### config.mk
export PLATFORM = sky130hd
export DESIGN_NAME = ifu_fetch
export DESIGN_NICKNAME = d
export VERILOG_FILES = /design/src/rtl/ifu_fetch_pkg.sv /design/src/rtl/ifu_timer.sv /design/src/rtl/ifu_fetch.sv
export SDC_FILE = /design/constraint.sdc
export NUM_CORES = 1
export LEC_CHECK = 0
export CAP_MARGIN = 20
export CORE_AREA = 2 2 121 123
export DETAILED_ROUTE_END_ITERATION = 10
export DIE_AREA = 0 0 123 125
export SYNTH_ARGS = -nofsm -noshare
export SYNTH_HDL_FRONTEND = slang
export SYNTH_SLANG_ARGS = --single-unit
### constraint.sdc
create_clock -name clk -period 1.6 [get_ports clk]
set_clock_uncertainty 0.05 [all_clocks]
set_input_delay 0.32 -clock clk [delete_from_list [all_inputs] [get_ports clk]]
set_output_delay 0.32 -clock clk [all_outputs]
set_load 0.05 [all_outputs]
### src/rtl/ifu_fetch_pkg.sv
// Shared encodings for the instruction fetch unit: FSM states, NOP word,
// error codes and the read-response OKAY value.
package ifu_fetch_pkg;

  typedef enum logic [2:0] {
    ST_IDLE = 3'd0,
    ST_AR   = 3'd1,
    ST_R    = 3'd2,
    ST_HOLD = 3'd3,
    ST_HALT = 3'd4
  } fetch_state_e;

  localparam logic [31:0] NOP_WORD = 32'h0000_0013;

  localparam logic [1:0] ERR_NONE     = 2'b00;
  localparam logic [1:0] ERR_MISALIGN = 2'b01;
  localparam logic [1:0] ERR_BUS      = 2'b10;
  localparam logic [1:0] ERR_TIMEOUT  = 2'b11;

  localparam logic [1:0] RRESP_OKAY = 2'b00;

  function automatic logic is_aligned(input logic [1:0] lsb);
    return lsb == 2'b00;
  endfunction

endpackage

### src/rtl/ifu_timer.sv
// Saturating fetch watchdog. expired flags the last allowed cycle, so the
// FSM leaves on the same edge at which the count would reach TIMEOUT.
module ifu_timer #(
  parameter int TIMEOUT = 255
) (
  input  logic clk,
  input  logic rst,
  input  logic clr,
  input  logic en,
  output logic expired
);

  localparam int CNT_W = $clog2(TIMEOUT + 1);
  localparam logic [CNT_W-1:0] CNT_MAX  = CNT_W'(TIMEOUT);
  localparam logic [CNT_W-1:0] CNT_LAST = CNT_W'(TIMEOUT - 1);

  logic [CNT_W-1:0] cnt_q, cnt_d;

  always_comb begin
    cnt_d = cnt_q;
    if (clr) begin
      cnt_d = '0;
    end else if (en && (cnt_q != CNT_MAX)) begin
      cnt_d = cnt_q + 1'b1;
    end
  end

  always_ff @(posedge clk) begin
    if (rst) begin
      cnt_q <= '0;
    end else begin
      cnt_q <= cnt_d;
    end
  end

  assign expired = en && (cnt_q >= CNT_LAST);

endmodule

### src/rtl/ifu_fetch.sv
// Instruction fetch unit: reads the word at pc_in over a valid/ready read
// channel and holds it on cmd until the core acknowledges commit.
module ifu_fetch
  import ifu_fetch_pkg::*;
#(
  parameter int                ADDR_W    = 32,
  parameter int                DATA_W    = 32,
  parameter int                TIMEOUT   = 255,
  parameter logic [DATA_W-1:0] RESET_CMD = 32'h0000_0013
) (
  input  logic              clk,
  input  logic              rst,
  input  logic              fetch_en,
  input  logic [ADDR_W-1:0] pc_in,
  input  logic              cmd_ack,
  output logic [DATA_W-1:0] cmd,
  output logic              cmd_valid,
  output logic              fetch_err,
  output logic [1:0]        err_code,
  output logic              imem_arvalid,
  output logic [ADDR_W-1:0] imem_araddr,
  input  logic              imem_arready,
  input  logic              imem_rvalid,
  input  logic [DATA_W-1:0] imem_rdata,
  input  logic [1:0]        imem_rresp,
  output logic              imem_rready
);

  fetch_state_e      state_q, state_d;
  logic [DATA_W-1:0] cmd_q, cmd_d;
  logic              cmd_valid_q, cmd_valid_d;
  logic              fetch_err_q, fetch_err_d;
  logic [1:0]        err_code_q, err_code_d;
  logic              arvalid_q, arvalid_d;
  logic [ADDR_W-1:0] araddr_q, araddr_d;
  logic              rready_q, rready_d;

  logic tmr_clr, tmr_en, tmr_expired;

  ifu_timer #(
    .TIMEOUT (TIMEOUT)
  ) u_timer (
    .clk     (clk),
    .rst     (rst),
    .clr     (tmr_clr),
    .en      (tmr_en),
    .expired (tmr_expired)
  );

  always_comb begin
    state_d     = state_q;
    cmd_d       = cmd_q;
    cmd_valid_d = cmd_valid_q;
    fetch_err_d = fetch_err_q;
    err_code_d  = err_code_q;
    arvalid_d   = arvalid_q;
    araddr_d    = araddr_q;
    rready_d    = rready_q;
    tmr_clr     = 1'b0;
    tmr_en      = 1'b0;

    unique case (state_q)
      ST_IDLE: begin
        if (fetch_en) begin
          if (!is_aligned(pc_in[1:0])) begin
            state_d    = ST_HALT;
            err_code_d = ERR_MISALIGN;
          end else begin
            araddr_d  = pc_in;
            arvalid_d = 1'b1;
            tmr_clr   = 1'b1;
            state_d   = ST_AR;
          end
        end
      end
      ST_AR: begin
        tmr_en = 1'b1;
        if (tmr_expired) begin
          state_d    = ST_HALT;
          err_code_d = ERR_TIMEOUT;
        end else if (imem_arready) begin
          arvalid_d = 1'b0;
          rready_d  = 1'b1;
          state_d   = ST_R;
        end
      end
      ST_R: begin
        tmr_en = 1'b1;
        // Data arriving on the expiry cycle still completes the fetch.
        if (imem_rvalid) begin
          if (imem_rresp == RRESP_OKAY) begin
            cmd_d       = imem_rdata;
            cmd_valid_d = 1'b1;
            rready_d    = 1'b0;
            state_d     = ST_HOLD;
          end else begin
            state_d    = ST_HALT;
            err_code_d = ERR_BUS;
          end
        end else if (tmr_expired) begin
          state_d    = ST_HALT;
          err_code_d = ERR_TIMEOUT;
        end
      end
      ST_HOLD: begin
        if (cmd_ack) begin
          cmd_valid_d = 1'b0;
          state_d     = ST_IDLE;
        end
      end
      ST_HALT: begin
      end
      default: begin
        state_d = ST_IDLE;
      end
    endcase

    // Every path into HALT parks the outputs identically.
    if (state_d == ST_HALT) begin
      fetch_err_d = 1'b1;
      cmd_d       = RESET_CMD;
      cmd_valid_d = 1'b0;
      arvalid_d   = 1'b0;
      rready_d    = 1'b0;
    end
  end

  always_ff @(posedge clk) begin
    if (rst) begin
      state_q     <= ST_IDLE;
      cmd_q       <= RESET_CMD;
      cmd_valid_q <= 1'b0;
      fetch_err_q <= 1'b0;
      err_code_q  <= ERR_NONE;
      arvalid_q   <= 1'b0;
      araddr_q    <= '0;
      rready_q    <= 1'b0;
    end else begin
      state_q     <= state_d;
      cmd_q       <= cmd_d;
      cmd_valid_q <= cmd_valid_d;
      fetch_err_q <= fetch_err_d;
      err_code_q  <= err_code_d;
      arvalid_q   <= arvalid_d;
      araddr_q    <= araddr_d;
      rready_q    <= rready_d;
    end
  end

  assign cmd          = cmd_q;
  assign cmd_valid    = cmd_valid_q;
  assign fetch_err    = fetch_err_q;
  assign err_code     = err_code_q;
  assign imem_arvalid = arvalid_q;
  assign imem_araddr  = araddr_q;
  assign imem_rready  = rready_q;

endmodule

* After elaboration in Yosys (flattened, before gate mapping)
Cells that the tools add are included.
** Cells by class
- Add/sub/neg operators :: 1
- $mul :: 0
- Divide/modulo/power cells :: 0
- Magnitude comparators :: 1
- Equality and inequality tests :: 15
- Shift operators :: 0
- Mux-type cells :: 33
- Bitwise logic cells :: 0
- Reduce and logical (&&, ||, !) cells :: 18
** Operators by type and width (number)
- $mux W3 :: 8
- $ne A2 B2 Y1 const B :: 8
- $mux W1 :: 15
- $pmux W3 S5 :: 1
- $mux W2 :: 5
- $reduce_and A5 Y1 :: 2
- $add A8 B1 Y8 const B :: 1
- $ge A8 B8 Y1 const B :: 1
- $ne A8 B8 Y1 const B :: 1
- $reduce_and A4 Y1 :: 2
- $eq A3 B2 Y1 const B :: 2
- $eq A3 B3 Y1 const B :: 2
- $pmux W1 S2 :: 3
- $pmux W2 S3 :: 1
- $reduce_and A3 Y1 :: 2
- $reduce_bool A2 Y1 :: 3
- $reduce_or A2 Y1 :: 3
- $logic_not A2 Y1 :: 2
- $eq A3 B1 Y1 const B :: 1
- $logic_not A3 Y1 :: 1
- $ne A3 B3 Y1 const B :: 1
- $reduce_bool A3 Y1 :: 1
- $logic_and A1 B1 Y1 :: 2
** Word-level totals
- Flip-flop bits (word level) :: 81
- Latch bits :: 0
- Memory bits (writable) :: 0
- Memory bits (read-only) :: 0
- Memories :: 0

* Logic depth before layout (Yosys ltp)
Gate-level depths: netlist (run 1).
- Word-level depth :: 9
- Gate-level depth with buffers :: 7
- Depth with buffers taken out :: 6

* Cells and area by module
Synthesis (run 1) repeated with hierarchy kept, for this count alone.
** Second synthesis, totals
- Cells, all modules :: 385
- Area, all modules :: 3226.8 µm²
** Modules (own cells, without submodules)
- ifu_fetch :: instances 1, cells each 336, area each 2785.2 µm², sequential area each 1461.4 µm²
- ifu_timer :: instances 1, cells each 49, area each 441.7 µm², sequential area each 160.2 µm²

* Least setup slack after synthesis (run 1)
Ideal clock, no wire load.
- Path type :: register -> register
- Start :: register u_timer.cnt_q[1]
- End :: register cmd_valid_q (netlist: cmd_valid)
- Arrival time :: 1493 ps
- Data required time :: 1417 ps
- Path slack :: -76 ps
- Stages on the path, launching flop included :: 7
- Clock period less this slack :: 1676 ps
- Cell sequence :: dfxtp_1 -> ha_1 -> o211ai_1 -> or2_1 -> o311ai_4 -> buf_6 -> a21oi_1
** On the way
- Cells in the longest elaborated chain, start to end :: 7
- Elaborated cells on any way between the ends :: 8
- Classes of those cells :: order compare: 1; eq/ne: 1; mux: 4; reduce/logical: 2
** Ends and longest elaborated chain
- from (decl) :: RTL line ifu_timer.sv:17 : logic [CNT_W-1:0] cnt_q, cnt_d;
- from (signal assigned) :: RTL line ifu_timer.sv:32 : cnt_q <= cnt_d;
- $ge A8 B8 Y1 * :: RTL line ifu_timer.sv:36 : assign expired = en && (cnt_q >= CNT_LAST);
- $logic_and A1 B1 Y1 * :: RTL line ifu_timer.sv:36
- $mux W3 :: RTL line ifu_fetch.sv:100 : end else if (tmr_expired) begin
- $mux W3 :: RTL line ifu_fetch.sv:90 : if (imem_rvalid) begin
- $pmux W3 S5 * :: RTL line ifu_fetch.sv:62 : unique case (state_q)
- $eq A3 B3 Y1 * :: RTL line ifu_fetch.sv:119 : if (state_d == ST_HALT) begin
- $reduce_or A2 Y1 (no source line) *
- to (signal assigned) :: RTL line ifu_fetch.sv:141 : cmd_valid_q <= cmd_valid_d;
- to (decl) :: RTL line ifu_fetch.sv:31 : logic cmd_valid_q, cmd_valid_d;
Every way passes the cells marked *; elsewhere a longest branch is shown, timed or not.
A chain may end at the register's enable or synchronous reset.

* Worst setup path after layout (run 1)
- Start :: register u_timer.cnt_q[0]
- End :: register cmd_q[6] (netlist: cmd[6])
** On the way
- Cells in the longest elaborated chain, start to end :: 7
- Elaborated cells on any way between the ends :: 8
- Classes of those cells :: order compare: 1; eq/ne: 1; mux: 4; reduce/logical: 2
** Ends and longest elaborated chain
- $ge A8 B8 Y1 * :: RTL line ifu_timer.sv:36
- $logic_and A1 B1 Y1 * :: RTL line ifu_timer.sv:36
- $mux W3 :: RTL line ifu_fetch.sv:100
- $mux W3 :: RTL line ifu_fetch.sv:90
- $pmux W3 S5 * :: RTL line ifu_fetch.sv:62
- $eq A3 B3 Y1 * :: RTL line ifu_fetch.sv:119
- $reduce_or A2 Y1 (no source line) *
- to (signal assigned) :: RTL line ifu_fetch.sv:140 : cmd_q <= cmd_d;
- to (decl) :: RTL line ifu_fetch.sv:30 : logic [DATA_W-1:0] cmd_q, cmd_d;
Marked as above.

==> Implementation_results.wiki, run 1 <==
{| class="wikitable"
! Metric !! Value
|-
| Vias in the first global route || 3254
|-
| Fin. Hold Viols || 0
|-
| Layout Area Growth over Synthesis || 75.14%
|-
| DRC violation count after routing || 0
|-
| Post-DRT Antenna Nets || 0
|-
| Final number of max-transition violations || 0
|-
| Number of diodes || 0
|-
| Detailed-route vias per instance || 4.387
|-
| Final worst-path setup slack || -0.09295 ns
|-
| Row count || 44
|-
| Width of the die || 123 um
|-
| Filler Cell Count || 1401
|-
| DRC violation total after the first TritonRoute iteration || 93
|-
| Wire length of the first global-routing pass || 15560 um
|-
| Failing checks || negative setup slack
|-
| Clock tree from TritonCTS || yes
|-
| Final non-filler cell area || 0.006037 mm2
|-
| Critical path peak fanout || 4
|-
| Proportion of register bits with asynchronous set or reset after synthesis || 0%
|-
| Post-detail-place hpwl || 7471 um
|-
| Maximum achievable frequency || 0.5907 GHz
|-
| Count of mapped cells out of synthesis || 397
|-
| Placeable Area || 0.01420 mm2
|-
| Antenna violations before repair || 0
|-
| Period Utilization, post-route || 105.8%
|-
| Placed Area || 0.005455 mm2
|-
| Relative slew slack || 75.92%
|-
| Arr. time, crit path || 1.87 ns
|-
| CTS root buffer || sky130_fd_sc_hd__clkbuf_16
|-
| Via count || 3343
|-
| Share of final-layout standard cells stronger than drive strength 1 || 36.85%
|-
| Synthesized cell area || 0.003447 mm2
|-
| Detailed Route WL || 10080 um
|-
| Final standard cell count with taps included and fillers excluded || 762
|-
| Post-cts hold buffer count || 0
|-
| Register bit count reported by yosys || 81
|-
| Worst min-delay path class || reg2reg
|-
| Number of H-tree branching levels || 3
|-
| Register area share after synthesis || 47.04%
|-
| Crit Path Category || reg2reg
|-
| CTS clk-pin slew, worst paths || 0.06 ns
|-
| Largest net degree at the start of global routing || 27
|-
| Static leakage power || 2.227 nW
|-
| Worst Reg2Reg Path Length in Cells || 8
|-
| Worst-Margin Slew || 0.3574 ns
|-
| Number of distinct library cell variants in the gate-level netlist after synthesis || 47
|-
| Synth Area per Inst || 8.683 um2
|-
| Worst IR drop on VDD || 605.9 uV
|-
| Cell count after placement || 739
|-
| Drt wl/cell || 13.23 um
|-
| Later-pin clock latency in the skew report || 0.33 ns
|-
| Startpoint type of the worst setup path || flip-flop
|-
| Buffers on Ports || 141
|-
| Chip height || 125 um
|-
| Initial standard-cell utilization of the core || 24.27%
|-
| Status || finished with violations
|-
| Total congestion overflow after global routing || 0
|-
| Number of buffers added by the clock tree synthesis step || 9
|-
| Cell count of the worst hold path || 2
|-
| Setup slack after placement || -0.4143 ns
|-
| Clock Sinks || 81
|-
| Worst path required time || 1.78 ns
|-
| Synthesized netlist net count || 471
|-
| CTS Buffer Depth || 2
|-
| Number of top-level design ports || 142
|-
| Global placer's final weighted congestion || 0.7676
|-
| Layout net count || 649
|-
| Total track usage || 12.83%
|-
| Setup violation total in the final timing report || 34
|-
| Minimum clock period || 1.693 ns
|-
| Total of max-cap violations || 0
|-
| Top FF cell, synth || sky130_fd_sc_hd__dfxtp_1
|-
| Cell area power density || 800.2 mW/mm2
|-
| Crit end category || flip-flop
|-
| Setup repair after global routing missed its margin || yes
|-
| Total iterations of the first detailed-routing run || 4
|-
| Final core utilization || 42.50%
|-
| Yosys Warn Count || 0
|-
| Number of enable flip-flop cells after synthesis || 0
|-
| Die area || 0.01538 mm2
|}
==> worst max-delay path, cell delays in order, from the launching register on <==
cell and delay, ns:
sky130_fd_sc_hd__dfxtp_2 0.33, sky130_fd_sc_hd__inv_2 0.06, sky130_fd_sc_hd__ha_4 0.11, sky130_fd_sc_hd__o211ai_1 0.11, sky130_fd_sc_hd__or2_4 0.30, sky130_fd_sc_hd__o311ai_4 0.31
sky130_fd_sc_hd__buf_4 0.18, sky130_fd_sc_hd__buf_6 0.11, sky130_fd_sc_hd__a21oi_2 0.03
==> where the power goes <==
group | switching [mW] | internal (mW)
combinational | 0.354 | 0.395
sequential | 0.0451 | 2.05
clock | 0.758 | 1.22
total | 1.16 | 3.67
==> Yosys cell counts, types with 2 or more instances <==
cell type | count | share of area, %
sky130_fd_sc_hd__nand2_1 | 137 | 15
sky130_fd_sc_hd__dfxtp_1 | 81 | 47
sky130_fd_sc_hd__a21oi_1 | 38 | 5.5
sky130_fd_sc_hd__a21oi_2 | 27 | 6.9
sky130_fd_sc_hd__clkbuf_1 | 11 | 1.2
sky130_fd_sc_hd__nor2_1 | 9 | 0.98
sky130_fd_sc_hd__buf_6 | 8 | 2.6
sky130_fd_sc_hd__nand4_1 | 7 | 1.3
sky130_fd_sc_hd__and2_1 | 6 | 1.1
sky130_fd_sc_hd__buf_4 | 6 | 1.3
sky130_fd_sc_hd__inv_1 | 6 | 0.65
sky130_fd_sc_hd__o21ai_0 | 5 | 0.73
sky130_fd_sc_hd__nand3_1 | 4 | 0.58
sky130_fd_sc_hd__o211ai_1 | 4 | 0.87
sky130_fd_sc_hd__o21a_1 | 4 | 0.87
sky130_fd_sc_hd__mux2i_1 | 3 | 0.87
sky130_fd_sc_hd__nand2b_1 | 3 | 0.54
sky130_fd_sc_hd__a221oi_2 | 2 | 0.87
sky130_fd_sc_hd__a31oi_1 | 2 | 0.36
sky130_fd_sc_hd__and3_1 | 2 | 0.36
sky130_fd_sc_hd__ha_1 | 2 | 0.73
sky130_fd_sc_hd__nor3_1 | 2 | 0.29
sky130_fd_sc_hd__nor3b_1 | 2 | 0.44
sky130_fd_sc_hd__nor4b_4 | 2 | 1.4
sky130_fd_sc_hd__xnor2_1 | 2 | 0.51
==> flip-flops by register name (all words and copies together), names as in the netlist <==
name	cells
cmd_valid	1
imem_rready	1
cmd	32
u_timer.cnt_q	8
fetch_err	1
err_code	2
state_q	3
imem_araddr	32
imem_arvalid	1
==> cell type report <==
class	count	area, um2	share of cell area, %
flip-flops and latches	81	1633	27.05
clock inverters	4	45.04	0.7461
clock buffers	10	239.0	3.959
well taps	184	230.2	3.813
multi-input cells	285	1795	29.74
repair buffers	192	2072	34.32
inverters	6	22.52	0.3731
==> path summary, 6_finish.rpt <==
check	from	to	slack [ns]
hold reg to reg	imem_araddr[31]	imem_araddr[31]	0.40
setup / recovery	u_timer.cnt_q[0]	cmd[6]	-0.09
hold / removal	imem_araddr[31]	imem_araddr[31]	0.40
setup reg to reg	u_timer.cnt_q[0]	cmd[6]	-0.09
==> stage by stage <==
stage	hold slack (ns)	power, mW	setup TNS [ns]
finish	0.4033	4.831	-2.238
global route	0.4249	5.051	-6.308
CTS	0.4047	4.872	-2.630
detailed placement	0.3966	2.828	-22.52
global placement	0.3931	2.822	-20.17
floorplan	0.3385	2.437	-0.1618
==> metal layers <==
layer	track usage, %	wire length (um)	part of all wire, %	vias up
met4	4.211	134	1.3	0
li1	-	-	-	1688
met2	21.58	4877	48	116
met1	14.09	3951	39	1528
met3	6.159	1117	11	11
met5	0	0	0	-
==> cells in the final DEF (no fill, tap or decap), drive strengths merged, types with 4 or more instances in the layout <==
cell / n
dfxtp: 81
buf: 120
nor2: 9
o211ai: 4
o21a: 4
a21oi: 66
o21ai: 5
and2: 6
clkbuf: 11
nand4: 7
clkdlybuf4s50: 71
nand2: 138
inv: 6
nand3: 4
==> what timing repair did <==
action	CTS	global route
resized for setup	17	44
pin swaps	5	26
endpoints found under the setup margin	71	77
buffers inserted	3	2
gates cloned	1	3
==> kinds of logic (layout without fill, tap and decap cells) <==
kind of cell    count (synthesis)  count (layout)  synth area share, %
fa+ha+maj                       2               2               0.7258
simple gates                  183             183                23.88
buf+inv                        31             212                5.771
xor+xnor                        3               3                1.307
compound gates                 94              94                20.40
flops                          81              81                47.04
mux                             3               3               0.8712
(Power assumes the default switching activity.)
==> run 2, diff against run 1 <==
- CORE_AREA: 2 2 121 123 -> 2 2 117 119
- DIE_AREA: 0 0 123 125 -> 0 0 119 121
- SYNTH_HIERARCHICAL: default -> 1
==> run 2 against run 1 <==
  * Cell count down 3.3%
  * Critical path type unchanged
  * The flow still finishes with violations (negative setup slack)
  * Final area down 6.5%
  * Synthesized cell count down 3.0%
==> Implementation_results.wiki, run 2 <==
{| class="wikitable"
! Metric !! Value
|-
| Family of cells with the greatest summed delay on the critical path || simple AND/OR/NAND/NOR gates
|-
| Fraction of power consumed by combinational cells || 13.2% (-2.3 points)
|-
| Initial standard-cell utilization of the core || 24.66% (+0.39 points)
|-
| Later-pin clock latency in the skew report || 0.35 ns (+0.02 ns)
|-
| Placeable Area || 0.01309 mm2 (-7.9%)
|-
| Total iterations of the first detailed-routing run || 4 (unchanged)
|-
| Worst path required time || 1.78 ns (about the same)
|-
| Most frequent cells in the layout || sky130_fd_sc_hd__nand2_1 (131), sky130_fd_sc_hd__buf_4 (83), sky130_fd_sc_hd__dfxtp_1 (79)
|-
| Clock tree from TritonCTS || yes
|-
| Final total negative setup slack || -5.746 ns (-3.508 ns)
|-
| Row count || 42 (-4.5%)
|-
| Post-detail-place hpwl || 6948 um (-7.0%)
|-
| Setup repair after global routing missed its margin || yes
|-
| Fin. Hold Viols || 0 (unchanged)
|-
| Die area || 0.01440 mm2 (-6.3%)
|-
| Startpoint type of the worst setup path || flip-flop
|-
| Net Switching || 1.151 mW (-0.54%)
|-
| Clock share of power || 45.9% (+4.9 points)
|-
| Chip height || 121 um (-3.2%)
|-
| Drt wl/cell || 12.94 um (-2.2%)
|-
| Number of H-tree branching levels || 3 (unchanged)
|-
| Number of distinct library cell variants in the gate-level netlist after synthesis || 48 (+2.1%)
|-
| Post-synth top area share || 50.25% (+3.2 points)
|-
| Crit Path Category || reg2reg
|-
| Wire length of the first global-routing pass || 15170 um (-2.5%)
|-
| Detailed-route vias per instance || 4.422 (+0.79%)
|-
| Top post-synthesis cells by count || sky130_fd_sc_hd__nand2_1 (131), sky130_fd_sc_hd__dfxtp_1 (81), sky130_fd_sc_hd__a21oi_1 (67)
|-
| Width of the die || 119 um (-3.3%)
|-
| Share of final-layout standard cells stronger than drive strength 1 || 27.99% (-8.9 points)
|-
| Placed Area || 0.005095 mm2 (-6.6%)
|-
| Period Utilization, post-route || 111.7% (+5.9 points)
|-
| Cell area power density || 903.5 mW/mm2 (+13%)
|-
| Top FF cell, synth || sky130_fd_sc_hd__dfxtp_1
|-
| Synthesized netlist net count || 459 (-2.5%)
|-
| Status || finished with violations
|-
| Setup slack after placement || -0.3689 ns (+0.04539 ns)
|-
| Vias in the first global route || 3178 (-2.3%)
|-
| Final number of max-transition violations || 0 (unchanged)
|-
| Worst min-delay path class || reg2reg
|-
| Most frequent cell on the critical path || sky130_fd_sc_hd__buf_12
|-
| Minimum clock period || 1.788 ns (+0.09478 ns)
|-
| Maximum achievable frequency || 0.5594 GHz (-5.3%)
|-
| Count of mapped cells out of synthesis || 385 (-3.0%)
|-
| CTS root buffer || sky130_fd_sc_hd__clkbuf_16
|-
| Yosys Warn Count || 6 (+6)
|-
| CTS Buffer Depth || 2 (unchanged)
|-
| Worst-Margin Slew || 0.3431 ns (-0.01422 ns)
|-
| Most common cell after layout, fill and taps aside || sky130_fd_sc_hd__nand2_1
|-
| Largest net degree at the start of global routing || 34 (+26%)
|-
| Static leakage power || 2.155 nW (-3.3%)
|-
| Via count || 3259 (-2.5%)
|-
| Relative slew slack || 77.12% (+1.2 points)
|-
| Post-DRT Antenna Nets || 0 (unchanged)
|-
| Buffers on Ports || 141 (unchanged)
|-
| Critical path's largest stage delay || 0.33 ns (about the same)
|-
| Worst IR drop on VDD || 777.0 uV (+28%)
|-
| Total of max-cap violations || 0 (unchanged)
|-
| Sequential group share of total power || 40.9% (-2.6 points)
|-
| Critical path peak fanout || 11 (+7)
|-
| Synth Area per Inst || 8.381 um2 (-3.5%)
|-
| Register area share after synthesis || 50.25% (+3.2 points)
|-
| Proportion of register bits with asynchronous set or reset after synthesis || 0% (unchanged)
|-
| CTS clk-pin slew, worst paths || 0.06 ns (about the same)
|-
| Arr. time, crit path || 1.97 ns (+0.10 ns)
|-
| Setup violation total in the final timing report || 41 (+21%)
|-
| Global placer's final weighted congestion || 0.7941 (+3.5%)
|-
| Number of buffers added by the clock tree synthesis step || 9 (unchanged)
|-
| Worst path bufs/invs || 2 (-1)
|-
| Antenna violations before repair || 0 (unchanged)
|-
| Register bit count reported by yosys || 81 (unchanged)
|-
| Number of top-level design ports || 142 (unchanged)
|-
| Number of enable flip-flop cells after synthesis || 0 (unchanged)
|-
| Overall power of the completed layout || 5.100 mW (+5.6%)
|-
| DRC violation total after the first TritonRoute iteration || 144 (+55%)
|-
| Yosys top cell by area || sky130_fd_sc_hd__dfxtp_1
|-
| Worst path cell trace || xnor2_2 > nor2_2 > and3_4 > o21ai_4 > nor2_4 > nor2b_4 > o21ai_2 > nand3b_4 > buf_12 > buf_12 > a21oi_1
|-
| Final core utilization || 43.13% (+0.63 points)
|-
| Failing checks || negative setup slack
|-
| Layout net count || 630 (-2.9%)
|-
| Top cells by area, synth || sky130_fd_sc_hd__dfxtp_1 (50%), sky130_fd_sc_hd__nand2_1 (15%), sky130_fd_sc_hd__a21oi_1 (10%)
|-
| Total track usage || 13.24% (+0.42 points)
|-
| Synthesized cell area || 0.003227 mm2 (-6.4%)
|-
| Clock Sinks || 81 (unchanged)
|-
| Library cell with the highest instance count after synthesis || sky130_fd_sc_hd__nand2_1
|-
| Layout Area Growth over Synthesis || 74.91%
|-
| Number of diodes || 0 (unchanged)
|-
| Crit end category || flip-flop
|-
| Final non-filler cell area || 0.005644 mm2 (-6.5%)
|-
| Switching part of the total || 22.57% (-1.4 points)
|-
| DRC violation count after routing || 0 (unchanged)
|-
| Total congestion overflow after global routing || 0 (unchanged)
|-
| Detailed Route WL || 9539 um (-5.4%)
|-
| Cell type of the slowest stage on the worst timing path || sky130_fd_sc_hd__dfxtp_2
|-
| Internal power || 3.949 mW (+7.5%)
|-
| Worst hold slack after final layout || 0.4020 ns (-0.001273 ns)
|-
| Final standard cell count with taps included and fillers excluded || 737 (-3.3%)
|-
| Cell count after placement || 711 (-3.8%)
|-
| Final worst-path setup slack || -0.1877 ns (-0.09478 ns)
|}
## run 2: worst reg2reg max path: stages, from the launching register on
cell	delay, ns
sky130_fd_sc_hd__dfxtp_2	0.33
sky130_fd_sc_hd__xnor2_2	0.13
sky130_fd_sc_hd__nor2_2	0.10
sky130_fd_sc_hd__and3_4	0.21
sky130_fd_sc_hd__o21ai_4	0.06
sky130_fd_sc_hd__nor2_4	0.13
sky130_fd_sc_hd__nor2b_4	0.17
sky130_fd_sc_hd__o21ai_2	0.08
sky130_fd_sc_hd__nand3b_4	0.11
sky130_fd_sc_hd__buf_12	0.13
sky130_fd_sc_hd__buf_12	0.12
sky130_fd_sc_hd__a21oi_1	0.05
## run 2: worst paths after layout
kind	from	endpoint	slack, ns	cells past startpoint
worst max register to register	state_q[0]	cmd[6]	-0.19	11
worst min-delay path	cmd[8]	cmd[8]	0.40	2
worst min register to register	cmd[8]	cmd[8]	0.40	2
worst max-delay path	state_q[0]	cmd[6]	-0.19	11
## run 2: power groups by stage
stage                     registers [mW]  logic [mW]  clock network [mW]
after detailed placement            2.13       0.621                   0
after global routing                2.09       0.716                2.48
after CTS                           2.08       0.674                2.42
after global placement              2.13       0.614                   0
final                               2.08       0.675                2.34
after floorplan                     2.22       0.171                   0
## run 2: layer usage
layer	wire length [um]	up-vias	track usage, %
li1	-	1632	-
met1	4020	1503	14.80
met2	4558	111	22.27
met3	811	13	6.015
met4	149	0	4.688
met5	0	-	0
## run 2: cells by family after synthesis
kind of cell	after synthesis	share of synthesized area (%)
and+or+nand+nor	178	26.37
adders and majority gates	2	0.7754
muxes	2	0.6204
DFF	81	50.25
xor gates and xnor gates	2	0.5429
buffers and inverters	30	5.661
AOI/OAI and AO/OA	90	15.78
## run 2: cell type report
cell class / count / area [um2]
multi-input cells: 274 / 1525
inverters: 6 / 22.52
flip-flops and latches: 81 / 1624
clock buffers: 11 / 232.7
fillers: 1276 / 7441
repair buffers: 184 / 1916
clock inverters: 5 / 103.9
well taps: 176 / 220.2
## run 2: timing repair
action	4_1_cts	5_1_grt
gates cloned	1	0
setup endpoints to repair	39	42
hold buffers	0	0
setup buffers	6	4
resized for setup	10	11
pin swaps	5	4
